<file path="src/rtl/pol2rec_pkg.sv">
// ============================================================================
// Module : pol2rec_pkg
// Brief  : Shared widths, angle constants, FSM state type and the output
//          saturation helper for the polar-to-rectangular CORDIC.
//          Optional build macro: POL2REC_GAIN_COMP_EN (adds the SCALE state).
// Rev    : 1.0  initial release
// ============================================================================
`default_nettype none

package pol2rec_pkg;

  localparam int OUT_W  = 32;      // 16Q16 modulus / result width
  localparam int ANG_W  = 19;      // 9Q10 angle width
  localparam int DP_W   = 36;      // 16Q16 datapath plus 4 guard bits
  localparam int ITER_N = 16;      // CORDIC micro-rotations
  localparam int CNT_W  = 4;       // iteration counter width
  localparam int ROM_W  = 16;      // atan table word width

  localparam int DEG90  = 92160;   // 90.0 degrees in 9Q10
  localparam int DEG180 = 184320;  // 180.0 degrees in 9Q10
  localparam int K_Q16  = 39797;   // 1/CORDIC gain, Q0.16

  // Largest magnitude the 32-bit outputs may carry (symmetric clamp).
  localparam logic signed [DP_W-1:0] SAT_POS = DP_W'(2147483647);
  localparam logic signed [DP_W-1:0] SAT_NEG = -SAT_POS;

  typedef enum logic [1:0] {
    IDLE  = 2'd0,
    ITER  = 2'd1,
`ifdef POL2REC_GAIN_COMP_EN
    SCALE = 2'd2,
`endif
    OUT   = 2'd3
  } state_t;

  // Clamp a datapath value into the symmetric 32-bit output range.
  function automatic logic signed [OUT_W-1:0] sat_out(input logic signed [DP_W-1:0] v);
    logic signed [DP_W-1:0] c;
    if (v > SAT_POS) begin
      c = SAT_POS;
    end else if (v < SAT_NEG) begin
      c = SAT_NEG;
    end else begin
      c = v;
    end
    return OUT_W'(c);
  endfunction

endpackage

`default_nettype wire

</file>
<file path="src/rtl/pol2rec_atan_rom.sv">
// ============================================================================
// Module : pol2rec_atan_rom
// Brief  : Combinational arctangent table, round(atan(2^-i)*1024) degrees
//          in 9Q10, addressed by the CORDIC iteration counter.
// Rev    : 1.0  initial release
// ============================================================================
`default_nettype none

module pol2rec_atan_rom
  import pol2rec_pkg::*;
(
  input  logic [CNT_W-1:0] addr,
  output logic [ROM_W-1:0] atan
);

  // Table lookup; every address is populated so no default value is needed.
  always_comb begin
    atan = '0;
    case (addr)
      4'd0:  atan = 16'd46080;
      4'd1:  atan = 16'd27203;
      4'd2:  atan = 16'd14373;
      4'd3:  atan = 16'd7296;
      4'd4:  atan = 16'd3662;
      4'd5:  atan = 16'd1833;
      4'd6:  atan = 16'd917;
      4'd7:  atan = 16'd458;
      4'd8:  atan = 16'd229;
      4'd9:  atan = 16'd115;
      4'd10: atan = 16'd57;
      4'd11: atan = 16'd29;
      4'd12: atan = 16'd14;
      4'd13: atan = 16'd7;
      4'd14: atan = 16'd4;
      4'd15: atan = 16'd2;
      default: atan = '0;
    endcase
  end

endmodule

`default_nettype wire

</file>
<file path="src/rtl/pol2rec.sv">
// ============================================================================
// Module : pol2rec
// Brief  : Iterative polar-to-rectangular converter (rotation-mode CORDIC).
//          x = mod*cos(angle), y = mod*sin(angle), 16Q16 outputs.
//          Optional build macro: POL2REC_GAIN_COMP_EN -- when defined, a SCALE
//          step removes the CORDIC gain; otherwise outputs carry ~1.64676.
// Rev    : 1.0  initial release
// ============================================================================
`default_nettype none

module pol2rec
  import pol2rec_pkg::*;
(
  input  logic                    clock,
  input  logic                    reset,
  input  logic                    enable,
  input  logic                    start,
  input  logic signed [OUT_W-1:0] mod,
  input  logic signed [ANG_W-1:0] angle,
  output logic signed [OUT_W-1:0] x,
  output logic signed [OUT_W-1:0] y,
  output logic                    busy,
  output logic                    done,
  output logic                    range_err
);

  localparam logic signed [ANG_W-1:0] ANG_P90  = ANG_W'(DEG90);
  localparam logic signed [ANG_W-1:0] ANG_N90  = ANG_W'(-DEG90);
  localparam logic signed [ANG_W-1:0] ANG_P180 = ANG_W'(DEG180);
  localparam logic signed [ANG_W-1:0] ANG_N180 = ANG_W'(-DEG180);
  localparam logic [CNT_W-1:0]        CNT_LAST = CNT_W'(ITER_N - 1);

  state_t                  state;
  logic [CNT_W-1:0]        cnt;
  logic signed [DP_W-1:0]  xr;
  logic signed [DP_W-1:0]  yr;
  logic signed [ANG_W-1:0] zr;
  logic                    err_r;

  logic [ROM_W-1:0]        atan_q;
  logic signed [ANG_W-1:0] atan_ext;

  logic signed [DP_W-1:0]  mod_ext;
  logic signed [DP_W-1:0]  x_init;
  logic signed [ANG_W-1:0] z_init;
  logic                    ang_bad;

  logic signed [DP_W-1:0]  x_sh;
  logic signed [DP_W-1:0]  y_sh;
  logic signed [DP_W-1:0]  x_it;
  logic signed [DP_W-1:0]  y_it;
  logic signed [ANG_W-1:0] z_it;

  pol2rec_atan_rom u_atan_rom (
    .addr (cnt),
    .atan (atan_q)
  );

  // Fold the operand into the +-90 degree convergence range and flag bad angles.
  always_comb begin
    mod_ext = DP_W'(mod);
    x_init  = mod_ext;
    z_init  = angle;
    ang_bad = (angle > ANG_P180) || (angle < ANG_N180);
    if (angle > ANG_P90) begin
      x_init = -mod_ext;
      z_init = angle - ANG_P180;
    end else if (angle < ANG_N90) begin
      x_init = -mod_ext;
      z_init = angle + ANG_P180;
    end
  end

  // One micro-rotation: direction chosen by the sign of the residual angle.
  always_comb begin
    atan_ext = {{(ANG_W - ROM_W){1'b0}}, atan_q};
    x_sh     = xr >>> cnt;
    y_sh     = yr >>> cnt;
    if (!zr[ANG_W-1]) begin
      x_it = xr - y_sh;
      y_it = yr + x_sh;
      z_it = zr - atan_ext;
    end else begin
      x_it = xr + y_sh;
      y_it = yr - x_sh;
      z_it = zr + atan_ext;
    end
  end

`ifdef POL2REC_GAIN_COMP_EN
  localparam int PROD_W = DP_W + 18;
  localparam logic signed [PROD_W-1:0] K_EXT    = PROD_W'(K_Q16);
  localparam logic signed [PROD_W-1:0] RND_HALF = PROD_W'(32768);

  logic signed [PROD_W-1:0] x_prod;
  logic signed [PROD_W-1:0] y_prod;
  logic signed [DP_W-1:0]   x_scaled;
  logic signed [DP_W-1:0]   y_scaled;

  // Gain compensation: multiply by K in Q0.16 and round to nearest.
  always_comb begin
    x_prod   = PROD_W'(xr) * K_EXT;
    y_prod   = PROD_W'(yr) * K_EXT;
    x_scaled = DP_W'((x_prod + RND_HALF) >>> 16);
    y_scaled = DP_W'((y_prod + RND_HALF) >>> 16);
  end
`endif

  // Control FSM and datapath registers; enable low freezes everything.
  always_ff @(posedge clock or negedge reset) begin
    if (!reset) begin
      state     <= IDLE;
      cnt       <= '0;
      xr        <= '0;
      yr        <= '0;
      zr        <= '0;
      err_r     <= 1'b0;
      x         <= '0;
      y         <= '0;
      busy      <= 1'b0;
      done      <= 1'b0;
      range_err <= 1'b0;
    end else if (enable) begin
      done <= 1'b0;
      case (state)
        IDLE: begin
          if (start) begin
            xr    <= x_init;
            yr    <= '0;
            zr    <= z_init;
            err_r <= ang_bad;
            cnt   <= '0;
            busy  <= 1'b1;
            state <= ITER;
          end
        end
        ITER: begin
          xr  <= x_it;
          yr  <= y_it;
          zr  <= z_it;
          cnt <= cnt + 1'b1;
          if (cnt == CNT_LAST) begin
`ifdef POL2REC_GAIN_COMP_EN
            state <= SCALE;
`else
            state <= OUT;
`endif
          end
        end
`ifdef POL2REC_GAIN_COMP_EN
        SCALE: begin
          xr    <= x_scaled;
          yr    <= y_scaled;
          state <= OUT;
        end
`endif
        OUT: begin
          // An out-of-range angle still takes the full latency but reports zero.
          x         <= err_r ? '0 : sat_out(xr);
          y         <= err_r ? '0 : sat_out(yr);
          range_err <= err_r;
          done      <= 1'b1;
          busy      <= 1'b0;
          state     <= IDLE;
        end
        default: state <= IDLE;
      endcase
    end
  end

endmodule

`default_nettype wire

</file>
<file path="config.mk">
export PLATFORM = sky130hd
export DESIGN_NAME = pol2rec
export DESIGN_NICKNAME = d
export VERILOG_FILES = /design/src/rtl/pol2rec_pkg.sv /design/src/rtl/pol2rec_atan_rom.sv /design/src/rtl/pol2rec.sv
export SDC_FILE = /design/constraint.sdc
export NUM_CORES = 1
export LEC_CHECK = 0
export ABC_AREA = 1
export BUFFER_PORTS_ARGS = -buffer_cell sky130_fd_sc_hd__buf_2
export CORE_MARGIN = 2
export CORE_UTILIZATION = 60
export DETAILED_ROUTE_END_ITERATION = 12
export HOLD_SLACK_MARGIN = 0.15
export PLACE_DENSITY = 0.79
export SYNTH_ARGS = -nofsm -noshare
export SYNTH_HDL_FRONTEND = slang
export SYNTH_SLANG_ARGS = --single-unit
</file>
<file path="constraint.sdc">
create_clock -name clock -period 9.1 [get_ports clock]
set_input_delay 0 -clock clock [delete_from_list [all_inputs] [get_ports clock]]
set_output_delay 0 -clock clock [all_outputs]
set_load 0.01 [all_outputs]
</file>
## Word level (Yosys, flattened, before mapping)

Memories as Yosys holds them, arrays and structs flattened.
Cells that the tools add are included.
W data, S select, Z words.

- Reductions and logical operators: 9
- Equality and inequality tests: 5
- Order comparisons: 8
- Shifts and indexed selects: 2
- Mux-type cells: 27
- Add/sub/neg operators: 10

Operators by type and width:

| operator | number |
|---|---|
| $mux W36 | 6 |
| $mux W32 | 6 |
| $pmux W36 S2 | 2 |
| $mux W19 | 4 |
| $add A36 B36 Y36 | 2 |
| $gt A36 B32 Y1 const B | 2 |
| $lt A36 B32 Y1 const B | 2 |
| $sshr A36 B4 Y36 | 2 |
| $sub A36 B36 Y36 | 2 |
| $pmux W19 S2 | 1 |
| $neg A32 Y36 | 1 |
| $add A19 B17 Y19 | 1 |
| $add A19 B19 Y19 const B | 1 |
| $gt A19 B18 Y1 const B | 1 |
| $gt A19 B19 Y1 const B | 1 |
| $lt A19 B18 Y1 const B | 1 |
| $lt A19 B19 Y1 const B | 1 |
| $sub A19 B17 Y19 | 1 |
| $sub A19 B19 Y19 const B | 1 |
| $reduce_and A3 Y1 | 4 |
| $pmux W4 S2 | 1 |
| $add A4 B1 Y4 const B | 1 |
| $eq A4 B4 Y1 const B | 1 |
| $mux W2 | 2 |
| other kinds (11) | 14 |

- Memories: 1
- Bits in registers: 165
- ROM bits: 256

Memories:

| name | depth | bits a word | rd ports | clocked after Yosys merged registers in | wr ports | RTL line | RTL |
|---|---|---|---|---|---|---|---|
| (name not given) | 16 | 16 | 1 | 0 | 0 | pol2rec_atan_rom.sv:19 | `case (addr)` |

## Depth between registers and ports, before layout

- Depth in word-level cells: 5
- Depth in mapped cells: 35
- Mapped depth without buffers: 32

## Hierarchy

Synthesis repeated with hierarchy kept, for this count alone.

- Cell total of the unflattened synthesis: 3139
- Area total of the unflattened synthesis: 19139.6 um^2

By module, submodules not included:

| module | seq. area each (um^2) | instances | cells an instance | area each (um^2) |
|---|---|---|---|---|
| pol2rec | 4129.0 | 1 | 3069 | 18748.0 |
| pol2rec_atan_rom | 0.0 | 1 | 70 | 391.6 |

## Worst setup path before layout

Ideal clock, no wire load.

- Kind: register to register
- Start point: reg cnt[1]
- End point: reg zr[15]
- Cell stages (with the launch flop): 26
- Slack: 5.175 ns
- Data arrival time: 3.801 ns
- Data required time: 8.976 ns
- Path buffers: 2
- Clock period less this slack: 3.925 ns
- Path through: dfrtp_1 inv_2 buf_4 buf_2 ha_1 nor2_1 nand2_1 o221ai_1 inv_1 ha_1 inv_1 nor3_2 nand3_1 o31ai_1 nand2_1 xor2_1 ha_1 nand2_1 nor2_1 nand2_1 o21ai_0 nand3_1 nand2_1 xor2_1 o211ai_1 nand2_1

- Cells in the longest elaborated chain, start to end: 4

Ends and longest elaborated chain:

| item | RTL line | RTL |
|---|---|---|
| start: declaration | pol2rec.sv:34 | `logic [CNT_W-1:0] cnt;` |
| start signal: assignment | pol2rec.sv:141 | `cnt <= cnt + 1'b1;` |
| $mem_v2 Z16 W16 (*) | - |  |
| $sub A19 B17 Y19 or $add A19 B17 Y19 (tied branches) | pol2rec.sv:82, pol2rec.sv:86 |  |
| $mux W19 (*) | pol2rec.sv:79 | `if (!zr[ANG_W-1]) begin` |
| $pmux W19 S2 (*) | pol2rec.sv:125 | `case (state)` |
| end signal: assignment | pol2rec.sv:130 | `zr <= z_init;` |
| end signal: assignment | pol2rec.sv:140 | `zr <= z_it;` |
| end: declaration | pol2rec.sv:37 | `logic signed [ANG_W-1:0] zr;` |

Mark *: on every way between the ends. The rest lies on a longest branch, timed or not.
A chain may end at the register's enable or synchronous reset.

## Worst setup path in the final report

- Start point: reg cnt[2]
- End point: reg xr[29]

- Cells in the longest elaborated chain, start to end: 4

Ends and longest elaborated chain:

| item | RTL line | RTL |
|---|---|---|
| $sshr A36 B4 Y36 (*) | pol2rec.sv:78 | `y_sh = yr >>> cnt;` |
| $sub A36 B36 Y36 or $add A36 B36 Y36 (tied branches) | pol2rec.sv:80, pol2rec.sv:84 |  |
| $mux W36 (*) | pol2rec.sv:79 |  |
| $pmux W36 S2 (*) | pol2rec.sv:125 |  |
| end signal: assignment | pol2rec.sv:128 | `xr <= x_init;` |
| end signal: assignment | pol2rec.sv:138 | `xr <= x_it;` |
| end: declaration | pol2rec.sv:35 | `logic signed [DP_W-1:0] xr;` |

Marks and branches as above.

==> flow_summary.ini <==
[placement]
io_buffers = 121
place_hpwl_um = 51280
place_congestion = 1.020

[critical_path]
start_kind = register
r2r_setup_slack_ps = 2890
path_class = register to register
cp.required_ps = 9450
r2r-end = xr[29]
cp_slowest_stage_delay_ps = 830
crit_path_frequent_cell = nand2_1
path_max_fanout = 67
worstRegToRegCells = 29
timing.rr.start = cnt[2]
end_kind = register
critPathSlowestCell = inv_2
crit_arrival_ps = 6560

[yosys]
yosys_warnings = 0
ys_seq_elements = 165
synth-edff-count = 0
synthDistinctLibCells = 56
syn-num-nets = 3286
synth_ff_type = dfrtp_1
async_reset_ff_share_pct = 100.0
netlist_area_sq_um = 18830
syn_avg_cell_area_sq_um = 6.020
syn_inst = 3128
synth.yosys.seq_area_share_pct = 21.93

[cells_and_area]
drive_gt1_share_pct = 7.862
n_antenna_cell = 0
final_nets = 3401
final_cell_mix = nand2_1, nand3_1, inv_1
syn2layout_area_growth_pct = 11.38
mostFrequentLayoutCell = nand2_1
fill_cells = 2724

[clocking]
clk_latency_ps = 470
cts_root_buf = clkbuf_16
clk_pin_slew_ps = 80
clockBufferDepth = 2
postCtsSetupBuffers = 0
htreeDepth = 4
cts_sinks = 165
cts_tree = yes
cts_made_buffers = 17

[sta]
hold_viol_final = 0
setup_violations = 0
max_freq_mhz = 161.1
period_minus_slack_ps = 6209
tightest_slew_ps = 1163
rsz0062_at_grt = no
maxSlewHeadroom_pct = 22.50
slew_violations = 0
fin_setup_tns_ps = 0
fin_skew_ps = 20.23
post-route-period-util_pct = 68.23

[route]
drtPass1Iterations = 6
drt_iter0_drc = 2797
ant_nets = 0
post_drt_wl_per_cell_um = 19.40
viasPerCell = 6.281
drc = 0
vias = 22940
drt-total-wl_um = 70850

[hold_path]
hold_path_end = zr[13]
min_path_cells = 7
hold_start = angle[13]
hp-class = primary input to register

[global_route]
first_global_vias = 21840
grt_usage_pct = 42.62
overflow = 0
grt_max_degree = 69
antenna_found_initial = 1
grt_pass1_wl_um = 111900

[outcome]
status = complete, no violations

[floorplanning]
coreArea_sq_um = 30750
rows = 64
start_util_pct = 61.23
io-pin-count = 122
die_h_um = 181.2
die_w_um = 181.2
die-area_sq_um = 32820

[run]
maxCapViolCount = 0
cell type report:
cell class                      count  area [sq um]  area share [%]
Clock buffer                       18         439.2           2.094
Inverter                          322          1209           5.763
Multi-Input combinational cell   2517         12910           61.58
Sequential cell                   165          4134           19.71
Clock inverter                     14         210.2           1.002
Tap cell                          396         495.5           2.362
Timing Repair Buffer              220          1570           7.487
sequential cells by signal, summed over array words and instances, names as in the netlist:
register   cells
err_r          1
state          2
range_err      1
x             32
xr            36
zr            19
y             32
busy           1
cnt            4
done           1
yr            36
metrics by stage:
| stage | instance area (sq um) | instances | setup slack, ps | hold slack [ps] | utilization, % |
|---|---|---|---|---|---|
| 4_1_cts | 20970 | 3652 | 3093 | 179.2 | 68.20 |
| 5_1_grt | 20970 | 3652 | 2495 | 322.2 | 68.20 |
| 3_5_place_dp | 19520 | 3541 | 3265 | -16.15 | 63.46 |
| 2_1_floorplan | 18830 | 3128 | 5175 | -295.6 | - |
| 3_3_place_gp | 19520 | 3541 | 3319 | -20.11 | 63.46 |
| 6_report | 20970 | 3652 | 2891 | 215.9 | 68.20 |
critical path: cells and delay by family, from the launching register on:
kind                     cells  cell delay, ps
AO/OA/AOI/OAI                6            1210
XOR/XNOR                     1             250
adder cells (fa/ha/maj)      1             320
buffers and inverters        5            1860
flip-flops                   1             390
AND/OR/NAND/NOR             16            2020
logic make-up (layout without fill, tap and decap cells):
kind of cell / after synthesis / count (layout) / share of synthesized area, %
flops: 165 / 165 / 21.93
simple gates: 1661 / 1661 / 37.58
buf+inv: 446 / 574 / 9.562
compound gates: 658 / 658 / 19.54
xor+xnor: 95 / 95 / 4.419
fa+ha+maj: 103 / 103 / 6.964
routing by layer:
| metal | track usage (%) | share of wire, % | up-vias |
|---|---|---|---|
| met5 | 0 | 0.018 | - |
| met4 | 23.51 | 6.0 | 2 |
| met3 | 6.390 | 10 | 301 |
| met2 | 71.07 | 45 | 1562 |
| met1 | 52.93 | 38 | 10420 |
| li1 | - | - | 10650 |
worst max-delay path by stage:
stage | cells past startpoint | end | start
2_1_floorplan | 25 | zr[15] | cnt[1]
3_3_place_gp | 27 | yr[35] | cnt[2]
3_5_place_dp | 25 | yr[34] | cnt[2]
4_1_cts | 26 | xr[29] | cnt[2]
5_1_grt | 26 | xr[29] | cnt[2]
6_report | 29 | xr[29] | cnt[2]
Yosys cell counts (12+ instances only):
cell        n  share of area, %
ha_1      100               6.6
nor2_2     15              0.50
inv_2      12              0.24
a21o_1     13              0.52
a31oi_1    56               1.9
inv_1     305               6.1
buf_1      19              0.38
nand2_1   914                18
nor2_1    268               5.3
o31ai_1    13              0.52
clkbuf_1   57               1.1
o21ai_0   258               6.9
nand2_2    19              0.63
buf_2      32              0.85
o21ai_1    18              0.48
nand4_1    20              0.66
nor4_1     26              0.86
xnor2_1    28               1.3
a21oi_1   208               5.5
dfrtp_1   165                22
xor2_1     67               3.1
nand3_1   335               8.9
o211ai_1   28               1.1
nor3_1     27              0.72
timing repair:
action                     in CTS  in global routing
hold buffers                   79                  0
resized for setup               0                  0
hold endpoints to repair      115                  0
setup endpoints to repair       0                  0
Power is not shown: default switching activity piles up to over one toggle a cycle in this logic, so the estimate is an artifact.
